### config.mk
export PLATFORM = sky130hd
export DESIGN_NAME = timing_nco_flat
export DESIGN_NICKNAME = d
export VERILOG_FILES = /design/src/rtl/timing_nco_pkg.sv /design/src/rtl/timing_nco_if.sv /design/src/rtl/timing_nco_step_calc.sv /design/src/rtl/timing_nco.sv /design/src/flat_wrapper.sv
export SDC_FILE = /design/constraint.sdc
export NUM_CORES = 1
export LEC_CHECK = 0
export CAP_MARGIN = 20
export CORE_MARGIN = 10
export CORE_UTILIZATION = 57
export DETAILED_ROUTE_END_ITERATION = 8
export PLACE_DENSITY_LB_ADDON = 0.05
export SYNTH_ARGS = -nofsm -noshare
export SYNTH_HDL_FRONTEND = slang
export SYNTH_SLANG_ARGS = --single-unit
### constraint.sdc
create_clock -name clk -period 3.53 [get_ports clk]
set_input_delay 0.8825 -clock clk [delete_from_list [all_inputs] [get_ports clk]]
set_output_delay 0.8825 -clock clk [all_outputs]
set_load 0.05 [all_outputs]
### src/rtl/timing_nco_pkg.sv
// timing_nco_pkg: widths, step limits and mu scaling shared by the timing-recovery NCO.
package timing_pkg;
   localparam int NB_CTRL    = 23;
   localparam int NBF_CTRL   = 18;
   localparam int NB_ACC     = 24;
   localparam int NB_MU      = 16;
   localparam int CTRL_SHIFT = NB_ACC - NBF_CTRL;
   localparam int NB_WRAW    = NB_CTRL + 8;
   localparam logic [NB_ACC-1:0] W_NOM = 24'h800000;
   localparam logic [NB_ACC-1:0] W_MIN = 24'h400000;
   localparam logic [NB_ACC-1:0] W_MAX = 24'hC00000;
   // mu = eta / W_NOM = 2*eta, saturating just below 1.0
   function automatic logic [NB_MU-1:0] eta_to_mu(input logic [NB_ACC-1:0] eta);
      return eta[NB_ACC-1] ? '1 : eta[NB_ACC-2 -: NB_MU];
   endfunction
endpackage

### src/rtl/timing_nco_if.sv
// timing_nco_if: sample/control inputs and strobe/mu/debug outputs of the timing NCO.
interface timing_nco_if;
   import timing_pkg::*;
   logic               i_sample_en;
   logic [NB_CTRL-1:0] i_ctrl;
   logic               i_ctrl_valid;
   logic               o_strobe;
   logic [NB_MU-1:0]   o_mu;
   logic [NB_ACC-1:0]  o_w;
   logic               o_sat;
   modport master (output i_sample_en, i_ctrl, i_ctrl_valid, input o_strobe, o_mu, o_w, o_sat);
   modport slave  (input i_sample_en, i_ctrl, i_ctrl_valid, output o_strobe, o_mu, o_w, o_sat);
endinterface

### src/rtl/timing_nco_step_calc.sv
// nco_step_calc: maps the loop-filter word onto a clamped NCO step W around W_NOM.
module nco_step_calc
   import timing_pkg::*;
(
   input  logic [NB_CTRL-1:0] ctrl_i,
   output logic [NB_ACC-1:0]  w_o,
   output logic               sat_o
);
   localparam logic signed [NB_WRAW-1:0] W_NOM_X = NB_WRAW'(W_NOM);
   localparam logic signed [NB_WRAW-1:0] W_MIN_X = NB_WRAW'(W_MIN);
   localparam logic signed [NB_WRAW-1:0] W_MAX_X = NB_WRAW'(W_MAX);
   logic signed [NB_WRAW-1:0] v_aligned, w_raw;
   logic lo, hi;
   assign v_aligned = $signed({{(NB_WRAW-NB_CTRL){ctrl_i[NB_CTRL-1]}}, ctrl_i}) <<< CTRL_SHIFT;
   assign w_raw     = W_NOM_X + v_aligned;
   always_comb begin
      lo    = w_raw < W_MIN_X;
      hi    = w_raw > W_MAX_X;
      w_o   = lo ? W_MIN : hi ? W_MAX : w_raw[NB_ACC-1:0];
      sat_o = lo | hi;
   end
endmodule

### src/rtl/timing_nco.sv
// timing_nco: modulo-1 decrementing phase accumulator emitting interpolation strobes with mu.
module timing_nco
   import timing_pkg::*;
(
   input  logic       clk,
   input  logic       rst_n,
   timing_nco_if.slave bus
);
   logic [NB_CTRL-1:0] ctrl_q, ctrl_d;
   logic [NB_ACC-1:0]  w_q, w_d, eta_q, eta_d;
   logic [NB_MU-1:0]   mu_q, mu_d;
   logic               sat_q, sat_d, strobe_q, strobe_d;
   logic [NB_ACC:0]    diff;
   nco_step_calc u_step (
      .ctrl_i (ctrl_q),
      .w_o    (w_d),
      .sat_o  (sat_d)
   );
   // a sample decides against the step registered before it, so a coincident ctrl update lands later
   always_comb begin
      ctrl_d   = bus.i_ctrl_valid ? bus.i_ctrl : ctrl_q;
      diff     = {1'b0, eta_q} - {1'b0, w_q};
      eta_d    = bus.i_sample_en ? diff[NB_ACC-1:0] : eta_q;
      strobe_d = bus.i_sample_en & diff[NB_ACC];
      mu_d     = strobe_d ? eta_to_mu(eta_q) : mu_q;
   end
   always_ff @(posedge clk) begin
      if (!rst_n) begin
         ctrl_q   <= '0;
         w_q      <= W_NOM;
         sat_q    <= 1'b0;
         eta_q    <= '0;
         strobe_q <= 1'b0;
         mu_q     <= '0;
      end else begin
         ctrl_q   <= ctrl_d;
         w_q      <= w_d;
         sat_q    <= sat_d;
         eta_q    <= eta_d;
         strobe_q <= strobe_d;
         mu_q     <= mu_d;
      end
   end
   assign bus.o_strobe = strobe_q;
   assign bus.o_mu     = mu_q;
   assign bus.o_w      = w_q;
   assign bus.o_sat    = sat_q;
endmodule

### src/flat_wrapper.sv
// flat-port wrapper written by rule: the top's interface ports become plain ports
module timing_nco_flat import timing_pkg::*;
  (clk, rst_n, bus_i_sample_en, bus_i_ctrl, bus_i_ctrl_valid, bus_o_strobe, bus_o_mu, bus_o_w, bus_o_sat);
  timing_nco_if bus_i ();
  input  logic clk;
  input  logic rst_n;
  input wire logic [$bits(bus_i.i_sample_en)-1:0] bus_i_sample_en;
  input wire logic [$bits(bus_i.i_ctrl)-1:0] bus_i_ctrl;
  input wire logic [$bits(bus_i.i_ctrl_valid)-1:0] bus_i_ctrl_valid;
  output wire logic [$bits(bus_i.o_strobe)-1:0] bus_o_strobe;
  output wire logic [$bits(bus_i.o_mu)-1:0] bus_o_mu;
  output wire logic [$bits(bus_i.o_w)-1:0] bus_o_w;
  output wire logic [$bits(bus_i.o_sat)-1:0] bus_o_sat;
  assign bus_i.i_sample_en = bus_i_sample_en;
  assign bus_i.i_ctrl = bus_i_ctrl;
  assign bus_i.i_ctrl_valid = bus_i_ctrl_valid;
  assign bus_o_strobe = bus_i.o_strobe;
  assign bus_o_mu = bus_i.o_mu;
  assign bus_o_w = bus_i.o_w;
  assign bus_o_sat = bus_i.o_sat;
  timing_nco u_core (.clk(clk), .rst_n(rst_n), .bus(bus_i));
endmodule
; After elaboration in Yosys (flattened, before gate mapping)
; Cells that the tools add are included.
[op_classes]
addsub = 2
magnitude_cmp = 2
muxes = 3
bitwise = 3
n_reduce_logical = 1
[op_table]
columns = cell, n
row1 = $mux W24, 2
row2 = $add A25 B29 Y30 const A, 1
row3 = $gt A30 B25 Y1 const B, 1
row4 = $lt A30 B24 Y1 const B, 1
row5 = $sub A24 B24 Y25, 1
row6 = $mux W16, 1
row7 = $reduce_or A3 Y1, 1
row8 = $and A1 B1 Y1, 1
row9 = $not A1 Y1, 1
row10 = $or A1 B1 Y1, 1
[totals]
reg_bits = 89
input_bits = 27
out_inout_bits = 42
word_cells = 18

; Logic depth before layout (Yosys ltp)
[depth]
ltp_word = 4
depth_mapped = 11
ltp_nobuf = 10

; By module
; From an unflattened synthesis, not the netlist that was laid out.
[hier_totals]
cells_unflattened = 550
area_unflattened_um2 = 4862.2
[by_module_without_submodules]
columns = module, n_inst, cells_per_inst, area_each_um2, seq_area_each_um2
row1 = timing_nco, 1, 484, 4380.5, 1781.7
row2 = nco_step_calc, 1, 66, 481.7, 0.0

; Least setup slack after synthesis
; Ideal clock, no wire load.
[synth_timing]
path_kind = reg-to-reg
from = reg u_core.w_q[6], in the netlist u_core.bus.o_w[6]
to = reg u_core.mu_q[7], in the netlist u_core.bus.o_mu[7]
t_arrival_ns = 2.473
required_time_ns = 3.394
setup_slack_ns = 0.921
stages_incl_launch_ff = 11
n_path_buf = 1
period_less_slack_ns = 2.609
path_cell_list = dfxtp_1 -> ha_1 -> fa_1 -> nor2b_2 -> o2111ai_2 -> a2111oi_2 -> a211oi_2 -> o21ai_4 -> buf_6 -> nor2b_4 -> nor3_2
[synth_via]
elab_chain_len = 2
[synth_rtl]
columns = element, line_no
row1 = start: declaration, timing_nco.sv:10  ; logic [NB_ACC-1:0] w_q, w_d, eta_q, eta_d;
row2 = start signal: assignment, timing_nco.sv:37  ; w_q <= w_d;
row3 = $sub A24 B24 Y25, timing_nco.sv:22  ; diff = {1'b0, eta_q} - {1'b0, w_q};
row4 = $and A1 B1 Y1, timing_nco.sv:24  ; strobe_d = bus.i_sample_en & diff[NB_ACC];
row5 = end signal: assignment, timing_nco.sv:41  ; mu_q <= mu_d;
row6 = end: declaration, timing_nco.sv:11  ; logic [NB_MU-1:0] mu_q, mu_d;
; No other way between the ends.
; A chain may end at the register's enable or synchronous reset.

; Final worst setup path
[layout_timing]
from = reg u_core.eta_q[6]
to = reg u_core.mu_q[1], in the netlist u_core.bus.o_mu[1]
[layout_via]
elab_chain_len = 2
[layout_rtl]
columns = element, line_no
row1 = start: declaration, timing_nco.sv:10
row2 = start signal: assignment, timing_nco.sv:39  ; eta_q <= eta_d;
row3 = $sub A24 B24 Y25, timing_nco.sv:22
row4 = $and A1 B1 Y1, timing_nco.sv:24
; No other way between the ends.

==> metrics.csv <==
metric,value,unit
run_status,"finished, final reports clean",
detail-route-antenna-nets,0,
dr_total_vias,3036,
setup_repair_after_global_routing_missed_its_margin,false,
finalWirelength,8390,µm
synth_mux_area_frac,0.0784,
via_count_of_the_first_global_routing_pass,3005,
postSynthRegisterBits,77,
crit-reg2reg-launch,u_core.eta_q[6],
cts-root-to-sink-buffers,2,
clock_insertion_delay_worst_skew,340,ps
area_growth_syn_to_layout,21.5,%
grt_start_max_net_pins,32,
core-area,0.00676,mm²
max_stage_delay,620,ps
ff2ff_setup_slack,580,ps
synth_simple_gate_area_share,0.269,
effective_utilization_at_floorplan,0.586,
worst_r2r_path_depth,11,
synthDominantAreaCellType,dfxtp_1,
detailedPlacementHpwl,6390,µm
leakagePower,2.04,nW
cell_internal_pwr,2.17,mW
grt-ovfl-total,0,
synth_area_per_cell,9.35,µm²
achievable-frequency,339,MHz
final_layout_size_suffix_gt1_frac,0.136,
ctsHoldBuffers,0,
route.detailed.vias_per_inst,5.37,
routability_congestion,0.863,
grt_antenna_before_repair,0,
timing.hold.worst_path_depth,2,
power.sequential.fraction,0.319,
syn_inst,423,
fillerInstances,547,
path_clk_slew,80,ps
ys_types,52,
switching_power,1.47,mW
placement_rows,30,
worst_setup_skew_after_layout,9.31,ps
design.die.area,0.0107,mm²
worst-endpoint-required,3810,ps
clk_root_buffer_cell,clkbuf_8,
criticalPathCategory,register to register,
layout_min_cycle_time,2950,ps
power.share.clock,0.200,
ys_async_sr_fraction,0,
io_buffer_count,62,
ctsHtreeMaxLevel,3,
cp_slowest_cell,o21ai_4,
ir_drop,0.000236,V
synth-edff-count,0,
synth_seq_area_share,0.390,
setup_viol,0,
end_kind,register,
tritoncts,built,
regToRegEndpoint,u_core.bus.o_mu[1],
synth_top_family_by_area,simple AND/OR/NAND/NOR gates,
power_per_unit_of_standard_cell_area,758,mW/mm²
synth.top_cells.by_count,"dfxtp_1, nor2_1, mux2i_1",
worst-slew-pin-transition,722,ps
die_width,103,µm
avgRoutedWirePerCell,14.9,µm
slew_headroom,0.517,
ctsResizeCount,0,
post-cts-setup-buffers,0,
antenna_cells,0,
cp_cell_sequence,"inv_1, ha_1, fa_1, nor2b_2, o2111ai_2, a2111oi_2, a211oi_2, o21ai_4, buf_4, nor3_1, nor3_2",
clock_sink_count,77,
drtIter0Drc,82,
yosysWarningCount,0,
kind_of_path_behind_the_tightest_hold_check,register to register,
cap_viol_max_count,0,
place_worst_setup_slack,583,ps
layout_worst_path_cycle_share,0.835,
nNetsFinal,528,
synth_compound_area_frac,0.109,
yosys_most_used_dff,dfxtp_1,
synth_area_leaders,"dfxtp_1, mux2i_1, ha_1",
syn-cell-area,0.00396,mm²
synth-xor-area-share,0.0244,
setup_tns,0,ps
yosys.area_share.adder,0.0651,
arrival,3220,ps
first_pass_detailed_route_iteration_total,4,
timing.final.max_slew_violations,0,
global_route.usage.total,0.162,
critical_path.max_fanout,30,
min_from,u_core.eta_q[6],
layout_setup_ws,582,ps
die_height,103,µm
cts_buffers,9,
power_frac_comb,0.481,
synth_most_common_cell,dfxtp_1,
num_io_pins,69,
yosysTopAreaCellShare,0.390,
timing_hold_violations_final,0,
hold_end,u_core.eta_q[6],
drcViolationCount,0,
timing.critical_path.from_type,register,
switching_share,0.404,
global_route_wire_length_before_repair,13900,µm
==> metrics by stage <==
step                instance area [µm²]  power, mW   util  hold slack [ps]  std cells
finish                             4810       3.65  0.712              481        565
CTS                                4810       3.66  0.712              485        565
floorplan                          3980       2.54      -              443        428
global placement                   4590       2.91  0.679              466        550
detailed placement                 4590       2.93  0.679              469        550
global route                       4810       3.89  0.712              505        565
==> per-layer routing <==
layer / share of wire / vias up / global-route usage
met5: 0 / - / 0
met4: 0.013 / 0 / 0.0642
met3: 0.049 / 10 / 0.0286
met2: 0.47 / 72 / 0.269
met1: 0.47 / 1389 / 0.204
li1: - / 1565 / -
==> layout make-up <==
cell class	instances	area, µm²	share of cell area
Clock buffer	10	138	0.0286
Clock inverter	5	83.8	0.0174
Inverter	26	97.6	0.0203
Multi-Input combinational cell	299	2180	0.454
Sequential cell	77	1540	0.321
Tap cell	80	100	0.0208
Timing Repair Buffer	68	666	0.138
==> registers in the layout, summed over array words and instances (netlist names) <==
name / flops
u_core.bus.o_w: 18
u_core.bus.o_mu: 16
u_core.bus.o_strobe: 1
u_core.ctrl_q: 23
u_core.bus.o_sat: 1
u_core.eta_q: 18
==> logic make-up after synthesis <==
logic type	after synthesis
AO/OA/AOI/OAI	61
other	1
flip-flops	77
adder cells (fa/ha/maj)	20
XOR/XNOR	11
multiplexers	31
buffers and inverters	52
AND/OR/NAND/NOR	170
==> cell usage in the layout (no fill, tap or decap), drive strengths merged, types with 3 or more instances in the layout <==
| master | instances |
|---|---|
| dfxtp | 77 |
| nor4 | 5 |
| o21bai | 3 |
| a21o | 4 |
| mux2i | 31 |
| o21a | 4 |
| and2 | 18 |
| conb | 6 |
| o2111ai | 3 |
| clkbuf | 10 |
| nand3b | 5 |
| xnor2 | 7 |
| buf | 6 |
| ha | 19 |
| clkdlybuf4s50 | 62 |
| nor2b | 19 |
| nand4 | 5 |
| inv | 27 |
| nand3 | 9 |
| nor3 | 33 |
| a211oi | 5 |
| o21ai | 11 |
| a21oi | 18 |
| and3 | 3 |
| o211ai | 5 |
| xor2 | 4 |
| nand2 | 19 |
| nor2 | 49 |
==> power groups by stage <==
stage	Combinational (mW)	Sequential, mW	Clock, mW
detailed placement	1.75	1.18	0
floorplan	1.16	1.39	0
global route	1.92	1.18	0.780
global placement	1.73	1.18	0
CTS	1.76	1.17	0.744
finish	1.75	1.16	0.730
==> worst max path at each step <==
stage | start | slack [ps] | endpoint | cells past startpoint
after floorplan | u_core.bus.o_w[6] | 920 | u_core.bus.o_mu[7] | 10
after global placement | u_core.eta_q[6] | 670 | u_core.bus.o_mu[1] | 11
after detailed placement | u_core.eta_q[6] | 580 | u_core.bus.o_mu[1] | 11
after CTS | u_core.eta_q[6] | 550 | u_core.bus.o_mu[1] | 11
after global routing | u_core.eta_q[6] | 340 | u_core.bus.o_mu[11] | 11
final | u_core.eta_q[6] | 580 | u_core.bus.o_mu[1] | 11
==> worst max-delay path: cells and delay by family (launching register included) <==
| kind | cells | cell delay [ps] |
|---|---|---|
| flip-flops | 1 | 330 |
| buffers and inverters | 2 | 280 |
| AO/OA/AOI/OAI | 4 | 1300 |
| adder cells (fa/ha/maj) | 2 | 620 |
| AND/OR/NAND/NOR | 3 | 340 |
Note: power is estimated with default switching activity, not from simulation.
